### config.mk
export PLATFORM = sky130hd
export DESIGN_NAME = mem_arbiter_t_flat
export DESIGN_NICKNAME = d
export VERILOG_FILES = /design/src/rtl/nes_cpu_pkg.sv /design/src/rtl/mem_arbiter_t_if.sv /design/src/rtl/mem_arbiter_t_oam_dma.sv /design/src/rtl/mem_arbiter_t.sv /design/src/flat_wrapper.sv
export SDC_FILE = /design/constraint.sdc
export NUM_CORES = 1
export LEC_CHECK = 0
export BUFFER_PORTS_ARGS = -buffer_cell sky130_fd_sc_hd__buf_2
export CORE_UTILIZATION = 47
export DETAILED_ROUTE_END_ITERATION = 16
export PLACE_DENSITY = 0.84
export RECOVER_POWER = 100
export SYNTH_ARGS = -nofsm -noshare
export SYNTH_HDL_FRONTEND = slang
export SYNTH_HIERARCHICAL = 1
export SYNTH_SLANG_ARGS = --single-unit
### constraint.sdc
create_clock -name clk_i -period 3.05 [get_ports clk_i]
set_clock_uncertainty 0.15 [all_clocks]
set_input_delay 0.305 -clock clk_i [delete_from_list [all_inputs] [get_ports clk_i]]
set_output_delay 0.305 -clock clk_i [all_outputs]
set_load 0.02 [all_outputs]
### src/rtl/nes_cpu_pkg.sv
// Shared types and constants for the CPU memory subsystem: address width,
// OAM DMA states and the registered access-stage record.
package nes_cpu_pkg;

  localparam int MEM_ADDR_SIZE = 16;
  localparam int OAM_SIZE = 256;
  localparam logic [15:0] DMA_TRIGGER_DEFAULT = 16'h4014;
  localparam logic [7:0] OAM_LAST = 8'(OAM_SIZE - 1);

  typedef enum logic [1:0] {DMA_IDLE, DMA_READ, DMA_WRITE} dma_state_e;

  typedef struct packed {
    logic                     valid;
    logic                     is_data;
    logic                     we;
    logic                     trigger;
    logic [MEM_ADDR_SIZE-1:0] addr;
    logic [7:0]               wdata;
  } access_t;

  // Page-relative DMA address; the index never carries into the page byte.
  function automatic logic [MEM_ADDR_SIZE-1:0] page_addr(input logic [7:0] page,
                                                         input logic [7:0] idx);
    return MEM_ADDR_SIZE'({page, idx});
  endfunction

endpackage

### src/rtl/mem_arbiter_t_if.sv
// Bundle of the fetch port, data port, memory port and OAM output of the
// memory arbiter; slave is the arbiter side, master the CPU/memory side.
interface mem_arbiter_t_if;
  import nes_cpu_pkg::*;

  logic                     fetch_req_i;
  logic [MEM_ADDR_SIZE-1:0] fetch_addr_i;
  logic                     fetch_gnt_o;
  logic                     fetch_rvalid_o;
  logic [23:0]              fetch_rdata_o;

  logic                     data_req_i;
  logic                     data_we_i;
  logic [MEM_ADDR_SIZE-1:0] data_addr_i;
  logic [7:0]               data_wdata_i;
  logic                     data_gnt_o;
  logic                     data_rvalid_o;
  logic [7:0]               data_rdata_o;

  logic [MEM_ADDR_SIZE-1:0] mem_addr_o;
  logic [7:0]               mem_wdata_o;
  logic                     mem_we_o;
  logic [23:0]              mem_rdata_i;

  logic                     oam_we_o;
  logic [7:0]               oam_addr_o;
  logic [7:0]               oam_data_o;
  logic                     dma_busy_o;

  modport slave (
    input  fetch_req_i, fetch_addr_i,
    output fetch_gnt_o, fetch_rvalid_o, fetch_rdata_o,
    input  data_req_i, data_we_i, data_addr_i, data_wdata_i,
    output data_gnt_o, data_rvalid_o, data_rdata_o,
    output mem_addr_o, mem_wdata_o, mem_we_o,
    input  mem_rdata_i,
    output oam_we_o, oam_addr_o, oam_data_o, dma_busy_o
  );

  modport master (
    output fetch_req_i, fetch_addr_i,
    input  fetch_gnt_o, fetch_rvalid_o, fetch_rdata_o,
    output data_req_i, data_we_i, data_addr_i, data_wdata_i,
    input  data_gnt_o, data_rvalid_o, data_rdata_o,
    input  mem_addr_o, mem_wdata_o, mem_we_o,
    output mem_rdata_i,
    input  oam_we_o, oam_addr_o, oam_data_o, dma_busy_o
  );

endinterface

### src/rtl/mem_arbiter_t_oam_dma.sv
// OAM DMA engine: copies one 256-byte memory page to the OAM port,
// alternating a memory read cycle with an OAM write cycle.
//   state     | meaning
//   DMA_IDLE  | waiting for a trigger write
//   DMA_READ  | drives {page,idx} to memory, captures the byte
//   DMA_WRITE | strobes OAM[idx] with the captured byte
module oam_dma_t
  import nes_cpu_pkg::*;
(
  input  logic                     clk_i,
  input  logic                     rst_i,
  input  logic                     start,
  input  logic [7:0]               start_page,
  input  logic [7:0]               rdata,
  output logic                     busy,
  output logic                     rd_en,
  output logic [MEM_ADDR_SIZE-1:0] rd_addr,
  output logic                     oam_we,
  output logic [7:0]               oam_addr,
  output logic [7:0]               oam_data
);

  dma_state_e state_q, state_d;
  logic [7:0] idx_q, idx_d;
  logic [7:0] page_q, page_d;
  logic [7:0] byte_q, byte_d;

  always_ff @(posedge clk_i or posedge rst_i) begin
    if (rst_i) begin
      state_q <= DMA_IDLE;
      idx_q   <= '0;
      page_q  <= '0;
      byte_q  <= '0;
    end else begin
      state_q <= state_d;
      idx_q   <= idx_d;
      page_q  <= page_d;
      byte_q  <= byte_d;
    end
  end

  always_comb begin
    state_d = state_q;
    idx_d   = idx_q;
    page_d  = page_q;
    byte_d  = byte_q;
    oam_we  = 1'b0;
    case (state_q)
      DMA_IDLE: begin
        if (start) begin
          state_d = DMA_READ;
          idx_d   = '0;
          page_d  = start_page;
        end
      end
      DMA_READ: begin
        byte_d  = rdata;
        state_d = DMA_WRITE;
      end
      DMA_WRITE: begin
        oam_we = 1'b1;
        if (idx_q == OAM_LAST) begin
          state_d = DMA_IDLE;
        end else begin
          idx_d   = idx_q + 8'd1;
          state_d = DMA_READ;
        end
      end
      default: state_d = DMA_IDLE;
    endcase
  end

  assign busy     = (state_q != DMA_IDLE);
  assign rd_en    = (state_q == DMA_READ);
  assign rd_addr  = page_addr(page_q, idx_q);
  assign oam_addr = oam_we ? idx_q : '0;
  assign oam_data = oam_we ? byte_q : '0;

endmodule

### src/rtl/mem_arbiter_t.sv
// Shares one memory port between CPU fetch, CPU data and the OAM DMA engine;
// a one-entry access stage answers each grant on the following cycle.
module mem_arbiter_t
  import nes_cpu_pkg::*;
#(
  parameter logic [MEM_ADDR_SIZE-1:0] DMA_TRIGGER_ADDR = MEM_ADDR_SIZE'(DMA_TRIGGER_DEFAULT)
) (
  input logic           clk_i,
  input logic           rst_i,
  mem_arbiter_t_if.slave bus
);

  logic                     fetch_lost;
  logic                     fetch_gnt;
  logic                     data_gnt;
  logic                     dma_start;
  logic                     dma_busy;
  logic                     dma_rd;
  logic [MEM_ADDR_SIZE-1:0] dma_addr;
  access_t                  stage;

  // Data has priority except right after fetch lost, so contention alternates.
  always_comb begin
    fetch_gnt = !rst_i && !dma_busy && bus.fetch_req_i && (!bus.data_req_i || fetch_lost);
    data_gnt  = !rst_i && !dma_busy && bus.data_req_i && !(bus.fetch_req_i && fetch_lost);
    dma_start = data_gnt && bus.data_we_i && (bus.data_addr_i == DMA_TRIGGER_ADDR);
  end

  always_ff @(posedge clk_i or posedge rst_i) begin
    if (rst_i) begin
      fetch_lost <= 1'b0;
      stage      <= '0;
    end else begin
      if (!dma_busy) fetch_lost <= bus.fetch_req_i && !fetch_gnt;
      stage.valid <= fetch_gnt || data_gnt;
      if (fetch_gnt || data_gnt) begin
        stage.is_data <= data_gnt;
        stage.we      <= data_gnt && bus.data_we_i;
        stage.trigger <= dma_start;
        stage.addr    <= data_gnt ? bus.data_addr_i : bus.fetch_addr_i;
        stage.wdata   <= bus.data_wdata_i;
      end
    end
  end

  oam_dma_t u_dma (
    .clk_i      (clk_i),
    .rst_i      (rst_i),
    .start      (dma_start),
    .start_page (bus.data_wdata_i),
    .rdata      (bus.mem_rdata_i[7:0]),
    .busy       (dma_busy),
    .rd_en      (dma_rd),
    .rd_addr    (dma_addr),
    .oam_we     (bus.oam_we_o),
    .oam_addr   (bus.oam_addr_o),
    .oam_data   (bus.oam_data_o)
  );

  assign bus.fetch_gnt_o    = fetch_gnt;
  assign bus.data_gnt_o     = data_gnt;
  assign bus.fetch_rvalid_o = stage.valid && !stage.is_data;
  assign bus.data_rvalid_o  = stage.valid && stage.is_data;
  assign bus.fetch_rdata_o  = bus.fetch_rvalid_o ? bus.mem_rdata_i : '0;
  assign bus.data_rdata_o   = bus.data_rvalid_o ? bus.mem_rdata_i[7:0] : '0;
  // The trigger write is acknowledged but never reaches memory.
  assign bus.mem_we_o       = stage.valid && stage.we && !stage.trigger;
  assign bus.mem_wdata_o    = stage.wdata;
  assign bus.mem_addr_o     = dma_rd ? dma_addr : stage.addr;
  assign bus.dma_busy_o     = dma_busy;

endmodule

### src/flat_wrapper.sv
// flat-port wrapper written by rule: the top's interface ports become plain ports
module mem_arbiter_t_flat import nes_cpu_pkg::*;
#(
  parameter logic [MEM_ADDR_SIZE-1:0] DMA_TRIGGER_ADDR = MEM_ADDR_SIZE'(DMA_TRIGGER_DEFAULT)
)
  (clk_i, rst_i, bus_fetch_req_i, bus_fetch_addr_i, bus_fetch_gnt_o, bus_fetch_rvalid_o, bus_fetch_rdata_o, bus_data_req_i, bus_data_we_i, bus_data_addr_i, bus_data_wdata_i, bus_data_gnt_o, bus_data_rvalid_o, bus_data_rdata_o, bus_mem_addr_o, bus_mem_wdata_o, bus_mem_we_o, bus_mem_rdata_i, bus_oam_we_o, bus_oam_addr_o, bus_oam_data_o, bus_dma_busy_o);
  mem_arbiter_t_if bus_i ();
  input logic clk_i;
  input logic rst_i;
  input wire logic [$bits(bus_i.fetch_req_i)-1:0] bus_fetch_req_i;
  input wire logic [$bits(bus_i.fetch_addr_i)-1:0] bus_fetch_addr_i;
  output wire logic [$bits(bus_i.fetch_gnt_o)-1:0] bus_fetch_gnt_o;
  output wire logic [$bits(bus_i.fetch_rvalid_o)-1:0] bus_fetch_rvalid_o;
  output wire logic [$bits(bus_i.fetch_rdata_o)-1:0] bus_fetch_rdata_o;
  input wire logic [$bits(bus_i.data_req_i)-1:0] bus_data_req_i;
  input wire logic [$bits(bus_i.data_we_i)-1:0] bus_data_we_i;
  input wire logic [$bits(bus_i.data_addr_i)-1:0] bus_data_addr_i;
  input wire logic [$bits(bus_i.data_wdata_i)-1:0] bus_data_wdata_i;
  output wire logic [$bits(bus_i.data_gnt_o)-1:0] bus_data_gnt_o;
  output wire logic [$bits(bus_i.data_rvalid_o)-1:0] bus_data_rvalid_o;
  output wire logic [$bits(bus_i.data_rdata_o)-1:0] bus_data_rdata_o;
  output wire logic [$bits(bus_i.mem_addr_o)-1:0] bus_mem_addr_o;
  output wire logic [$bits(bus_i.mem_wdata_o)-1:0] bus_mem_wdata_o;
  output wire logic [$bits(bus_i.mem_we_o)-1:0] bus_mem_we_o;
  input wire logic [$bits(bus_i.mem_rdata_i)-1:0] bus_mem_rdata_i;
  output wire logic [$bits(bus_i.oam_we_o)-1:0] bus_oam_we_o;
  output wire logic [$bits(bus_i.oam_addr_o)-1:0] bus_oam_addr_o;
  output wire logic [$bits(bus_i.oam_data_o)-1:0] bus_oam_data_o;
  output wire logic [$bits(bus_i.dma_busy_o)-1:0] bus_dma_busy_o;
  assign bus_i.fetch_req_i = bus_fetch_req_i;
  assign bus_i.fetch_addr_i = bus_fetch_addr_i;
  assign bus_fetch_gnt_o = bus_i.fetch_gnt_o;
  assign bus_fetch_rvalid_o = bus_i.fetch_rvalid_o;
  assign bus_fetch_rdata_o = bus_i.fetch_rdata_o;
  assign bus_i.data_req_i = bus_data_req_i;
  assign bus_i.data_we_i = bus_data_we_i;
  assign bus_i.data_addr_i = bus_data_addr_i;
  assign bus_i.data_wdata_i = bus_data_wdata_i;
  assign bus_data_gnt_o = bus_i.data_gnt_o;
  assign bus_data_rvalid_o = bus_i.data_rvalid_o;
  assign bus_data_rdata_o = bus_i.data_rdata_o;
  assign bus_mem_addr_o = bus_i.mem_addr_o;
  assign bus_mem_wdata_o = bus_i.mem_wdata_o;
  assign bus_mem_we_o = bus_i.mem_we_o;
  assign bus_i.mem_rdata_i = bus_mem_rdata_i;
  assign bus_oam_we_o = bus_i.oam_we_o;
  assign bus_oam_addr_o = bus_i.oam_addr_o;
  assign bus_oam_data_o = bus_i.oam_data_o;
  assign bus_dma_busy_o = bus_i.dma_busy_o;
  mem_arbiter_t #(.DMA_TRIGGER_ADDR(DMA_TRIGGER_ADDR)) u_core (.clk_i(clk_i), .rst_i(rst_i), .bus(bus_i));
endmodule
-- Word-level counts from Yosys, hierarchy flattened
Cells that the tools add are included.
W data, S select, Z words.
- register bits: 55
- input port bits: 69
- add/subtract/negate cells: 1
- equal/unequal tests: 6
- multiplexer cells: 13
- reductions and logical operators: 27
- operators by type and width (kind ; number):
    $mux W8 ; 5
    $mux W16 ; 2
    $mux W24 ; 1
    $eq A16 B15 Y1 const B ; 1
    $pmux W8 S2 ; 1
    $logic_and A1 B1 Y1 ; 13
    $add A8 B1 Y8 const B ; 1
    $eq A8 B8 Y1 const B ; 1
    $logic_not A1 Y1 ; 7
    $pmux W2 S3 ; 1
    $reduce_bool A2 Y1 ; 2
    $reduce_and A3 Y1 ; 1
    $eq A2 B1 Y1 const B ; 1
    $eq A2 B2 Y1 const B ; 1
    $logic_not A2 Y1 ; 1
    $logic_or A1 B1 Y1 ; 2
    $mux W1 ; 2
    $mux W2 ; 1
    $ne A2 B1 Y1 const B ; 1
    $ne A2 B2 Y1 const B ; 1
    $reduce_and A2 Y1 ; 1

-- Longest topological paths before layout
- word-level depth: 9
- gate-level depth with buffers: 10
- mapped depth without buffers: 9

-- Modules after synthesis
Netlist, hierarchy kept.
- modules (own cells, without submodules) (module ; times used ; cells each ; area each (µm²) ; seq. area each (µm²)):
    mem_arbiter_t ; 1 ; 202 ; 1893.1 ; 725.7
    oam_dma_t ; 1 ; 108 ; 1273.7 ; 650.6

-- Worst setup path before layout
OpenSTA, ideal clock, no wires.
- kind: flip-flop to flip-flop
- start point: register u_core.u_dma.state_q[1]
- end point: register u_core.u_dma.page_q[0]
- library setup time: 125 ps
- arrival time: 1951 ps
- required time: 2775 ps
- path slack: 824 ps
- cell stages (with the launch flop): 9
- buffers on the path: 1
- cells stage by stage: dfrtp_1 > or2_4 > nor2_1 > buf_4 > nand4_1 > nor2_1 > inv_1 > nor2_8 > mux2_2
- cells in the longest elaborated chain, start to end: 8
- elaborated cells between the ends (all ways): 9
- RTL lines (what ; line ; source):
    from (decl) ; mem_arbiter_t_oam_dma.sv:23 ; dma_state_e state_q, state_d;
    from (signal assigned) ; mem_arbiter_t_oam_dma.sv:35 ; state_q <= state_d;
    $reduce_bool A2 Y1 ; mem_arbiter_t_oam_dma.sv:73 ; assign busy = (state_q != DMA_IDLE);
    via bus_dma_busy_o ; flat_wrapper.sv:29 ; output wire logic [$bits(bus_i.dma_busy_o)-1:0] bus_dma_busy_o;
    $logic_not A1 Y1 ; mem_arbiter_t.sv:25 ; data_gnt = !rst_i && !dma_busy && bus.data_req_i && !(bus.fetch_req_i && fetch_lost);
    $logic_and A1 B1 Y1 (3 in a row) ; mem_arbiter_t.sv:25 ;
    $logic_and A1 B1 Y1 (2 in a row) ; mem_arbiter_t.sv:26 ; dma_start = data_gnt && bus.data_we_i && (bus.data_addr_i == DMA_TRIGGER_ADDR);
    via u_core.dma_start ; mem_arbiter_t.sv:16 ; logic dma_start;
    $reduce_and A2 Y1 (no line) ; n/a ;
    to (signal assigned) ; mem_arbiter_t_oam_dma.sv:37 ; page_q <= page_d;
    to (decl) ; mem_arbiter_t_oam_dma.sv:25 ; logic [7:0] page_q, page_d;
The timed path passes the listed nets, and every way through them passes these cells.
A chain may end at the register's enable or synchronous reset.

-- Worst setup path in the final report
- start point: register u_core.u_dma.state_q[1]
- end point: output port bus_data_gnt_o
- cells in the longest elaborated chain, start to end: 5
- RTL lines (what ; line ; source):
    $reduce_bool A2 Y1 ; mem_arbiter_t_oam_dma.sv:73 ;
    $logic_not A1 Y1 ; mem_arbiter_t.sv:25 ;
    $logic_and A1 B1 Y1 (3 in a row) ; mem_arbiter_t.sv:25 ;
    to (decl) ; flat_wrapper.sv:19 ; output wire logic [$bits(bus_i.data_gnt_o)-1:0] bus_data_gnt_o;
Every way passes these cells.

==> impl_results.rst <==
.. list-table::
   :header-rows: 1

   * - Metric
     - Value
   * - Status
     - complete, but fails checks
   * - Violated checks
     - design-rule violations
   * - Worst path required time
     - 2.59 ns
   * - Number of enable-type register cells in the synthesized netlist
     - 0
   * - Die Wd
     - 84.1 µm
   * - Antenna violations before repair
     - 0
   * - Remaining routing DRC violations
     - 31
   * - Standby leakage power
     - 1.86 nW
   * - Site Rows
     - 29
   * - Setup TNS after final layout
     - 0 ns
   * - Number of warnings reported in the yosys synthesis log
     - 6
   * - Final hold slack
     - 0.0777 ns
   * - Critical Path Start Type
     - flop
   * - Largest driver fanout on the critical path
     - 19
   * - Number of setup buffers added after CTS
     - 0
   * - Filler Cell Count
     - 558
   * - Ports placed on the boundary
     - 148
   * - First-pass iteration count of the detailed router
     - 11
   * - Root Driver
     - clkbuf_8
   * - Final core area utilization
     - 60.4%
   * - Arrival @ worst endpoint
     - 2.29 ns
   * - Wirelength, routed
     - 8280 µm
   * - Post-route non-filler standard cell count
     - 516
   * - Share of final-layout standard cells stronger than drive strength 1
     - 34.2%
   * - Ratio of total power to cell area
     - 429 nW/µm²
   * - CP peak stage delay
     - 0.47 ns
   * - Tightest Pin Transition
     - 1.13 ns
   * - Clock latency reported for the late side of the worst-skew pair
     - 0.32 ns
   * - Series of cell instances along the critical path
     - or2_0, nor2_1, buf_4, and3_4, buf_2
   * - Number of buffers and inverters on the critical path
     - 2
   * - Cells after DPL
     - 508
   * - Initial drt markers
     - 235
   * - Most used flip-flop cell after synthesis
     - dfrtp_1
   * - Hold bufs inserted after CTS
     - 0
   * - Final hold vios
     - 0
   * - Final worst setup slack
     - 0.306 ns
   * - Estimated wirelength of the detail-placed design
     - 6190 µm
   * - Starting utilization of the core area
     - 49.3%
   * - Net switching power
     - 0.503 mW
   * - Most frequent cells in the layout
     - buf_2 (90), clkbuf_1 (60), dfrtp_1 (55)
   * - Final Slew Violations
     - 0
   * - Avg Cell Area, Syn
     - 10.2 µm²
   * - Total number of clock tree sinks
     - 55
   * - Pre-CTS worst setup slack
     - 0.744 ns
   * - CTS tree
     - built
   * - Pin count of the biggest net entering global routing
     - 30
   * - Headroom to the max-slew limit
     - 24.8%
   * - Gate count after technology mapping
     - 310
   * - Placer congestion estimate
     - 0.877
   * - Count of distinct cell types in the synthesized netlist
     - 43
   * - Portion of the clock cycle consumed by the worst path in the final layout
     - 90.0%
   * - Total congestion overflow
     - 0
   * - Area of the core region
     - 6420 µm²
   * - Most common cell after layout, fill and taps aside
     - buf_2
   * - H-Tree Level Count
     - 2
   * - Max Buffers Root-to-Sink
     - 2
   * - Capturing element type of the critical path
     - output port
   * - Total of buffers placed on input and output ports
     - 147
   * - Maximum achievable frequency
     - 364 MHz
   * - Vias after detailed routing
     - 2879
   * - Share of power burned in the clock network
     - 29.2%
   * - Yosys reg bits
     - 55
   * - Setup repair after global routing missed its margin
     - false
   * - CTS-repair resized insts
     - 0
   * - CP max-delay cell
     - dfrtp_1
   * - Cell family with the largest share of critical-path delay
     - simple AND/OR/NAND/NOR gates
   * - Async set-or-reset flop fraction in the synthesized netlist
     - 100%
   * - Average routed wire per standard cell
     - 16.1 µm
   * - Average via count per standard cell
     - 5.58
   * - Sw Ratio
     - 30.3%
   * - P_int
     - 1.16 mW
   * - Type of the worst setup path
     - reg -> out
   * - Number of antenna repair diodes
     - 0
   * - Height of the die
     - 84.1 µm
   * - Combinational share of power
     - 21.9%
   * - Synth-to-layout area growth
     - 22.4%
   * - Sequential-to-total area share from yosys stat
     - 43.5%
   * - Number of max-cap violations
     - 0
   * - Proportion of power drawn by flip-flops and latches
     - 48.8%
   * - Die area
     - 7070 µm²
   * - Residual antenna-violating net count after detailed routing
     - 0
   * - Peak supply drop
     - 226 µV
   * - Clock period minus worst slack
     - 2.74 ns
   * - Class of the worst hold path
     - in -> reg
   * - Clock buffers created by TritonCTS
     - 5
   * - Vias in the first global route
     - 2598
   * - Setup violators final
     - 0
   * - Global-route wire length before repair
     - 12600 µm
   * - Clock transition at the registers of the reported paths
     - 0.10 ns
   * - Combined area of all synthesized cells
     - 3170 µm²
   * - Aggregate global-route resource usage
     - 22.9%
   * - Post-synthesis net count
     - 380
   * - Nets@finish
     - 508
==> worst register-to-register path, delay by kind of cell, from the launching register on <==
family                 cells  cell delay, ns
buffers and inverters      2            0.61
AO/OA/AOI/OAI              1            0.24
multiplexers               1            0.39
flip-flops                 1            0.47
AND/OR/NAND/NOR            2            0.69
==> layout make-up <==
type	instances	area [µm²]	share of cell area [%]
multi-input cells	202	1520	39.3
flip-flops and latches	55	1380	35.5
inverters	23	86.3	2.23
clock inverters	3	43.8	1.13
repair buffers	151	683	17.6
clock buffers	5	68.8	1.78
well taps	77	96.3	2.49
==> synth_stat cells, types with 2 or more instances <==
cell / instances / area share (%)
dfrtp_1: 55 / 43
mux2_2: 41 / 15
and2_1: 40 / 7.9
o21ai_0: 23 / 3.6
nand4_1: 21 / 4.1
inv_1: 20 / 2.4
clkbuf_1: 11 / 1.3
and3_1: 9 / 1.8
buf_4: 9 / 2.1
o311ai_1: 9 / 2.5
nand2_1: 7 / 0.83
o311ai_0: 7 / 1.9
buf_2: 6 / 0.95
nor2_1: 5 / 0.59
a31oi_1: 4 / 0.79
nand3_1: 4 / 0.63
nor2b_1: 4 / 0.79
a21oi_1: 3 / 0.47
buf_6: 3 / 1.1
inv_2: 3 / 0.36
nand2b_1: 2 / 0.40
nor4_1: 2 / 0.40
o21ai_2: 2 / 0.55
==> stage by stage <==
step / area (µm²) / total power, mW
final: 3880 / 1.66
after global routing: 3880 / 1.73
after CTS: 3970 / 1.70
after floorplan: 3170 / 1.08
after detailed placement: 3850 / 1.21
after global placement: 3850 / 1.20
==> power groups by stage <==
stage               Combinational (mW)  Sequential [mW]  Clock, mW
floorplan                        0.272            0.810          0
global placement                 0.379            0.825          0
detailed placement               0.387            0.827          0
CTS                              0.388            0.812      0.499
global route                     0.392            0.818      0.522
finish                           0.365            0.812      0.486
==> logic make-up after synthesis <==
family          synth area share [%]
simple gates                    21.0
compound gates                  12.3
flops                           43.5
buf+inv                         8.30
mux                             14.6
fa+ha+maj                      0.395
==> flip-flops by register name, summed over array words and instances, names as in the netlist <==
| name | count |
|---|---|
| u_core/stage | 20 |
| u_core/bus.mem_wdata_o | 8 |
| u_core/u_dma/byte_q | 8 |
| u_core/u_dma/idx_q | 8 |
| u_core/u_dma/page_q | 8 |
| u_core/u_dma/state_q | 2 |
| u_core/fetch_lost | 1 |
==> per-layer routing <==
metal,vias to the layer above,GRT usage [%],routed length [µm]
met5,-,0,0
met4,0,9.87,194
met3,20,4.06,679
met2,176,41.5,4310
met1,1330,26.4,3100
li1,1353,-,-
==> final timing paths <==
path	startpoint	end	slack [ns]	cells after the start
setup / recovery	u_core/u_dma/state_q[1]	bus_data_gnt_o	0.31	5
min in group asynchronous	rst_i	u_core/u_dma/state_q[1]	0.12	2
hold reg to reg	u_core/u_dma/byte_q[5]	u_core/u_dma/byte_q[5]	0.35	1
max in group asynchronous	rst_i	u_core/stage[12]	1.91	2
hold / removal	bus_data_wdata_i[2]	u_core/bus.mem_wdata_o[2]	0.08	2
setup reg to reg	u_core/u_dma/state_q[1]	u_core/bus.mem_wdata_o[7]	0.39	6
No activity file was read; power rests on OpenSTA's default activity.
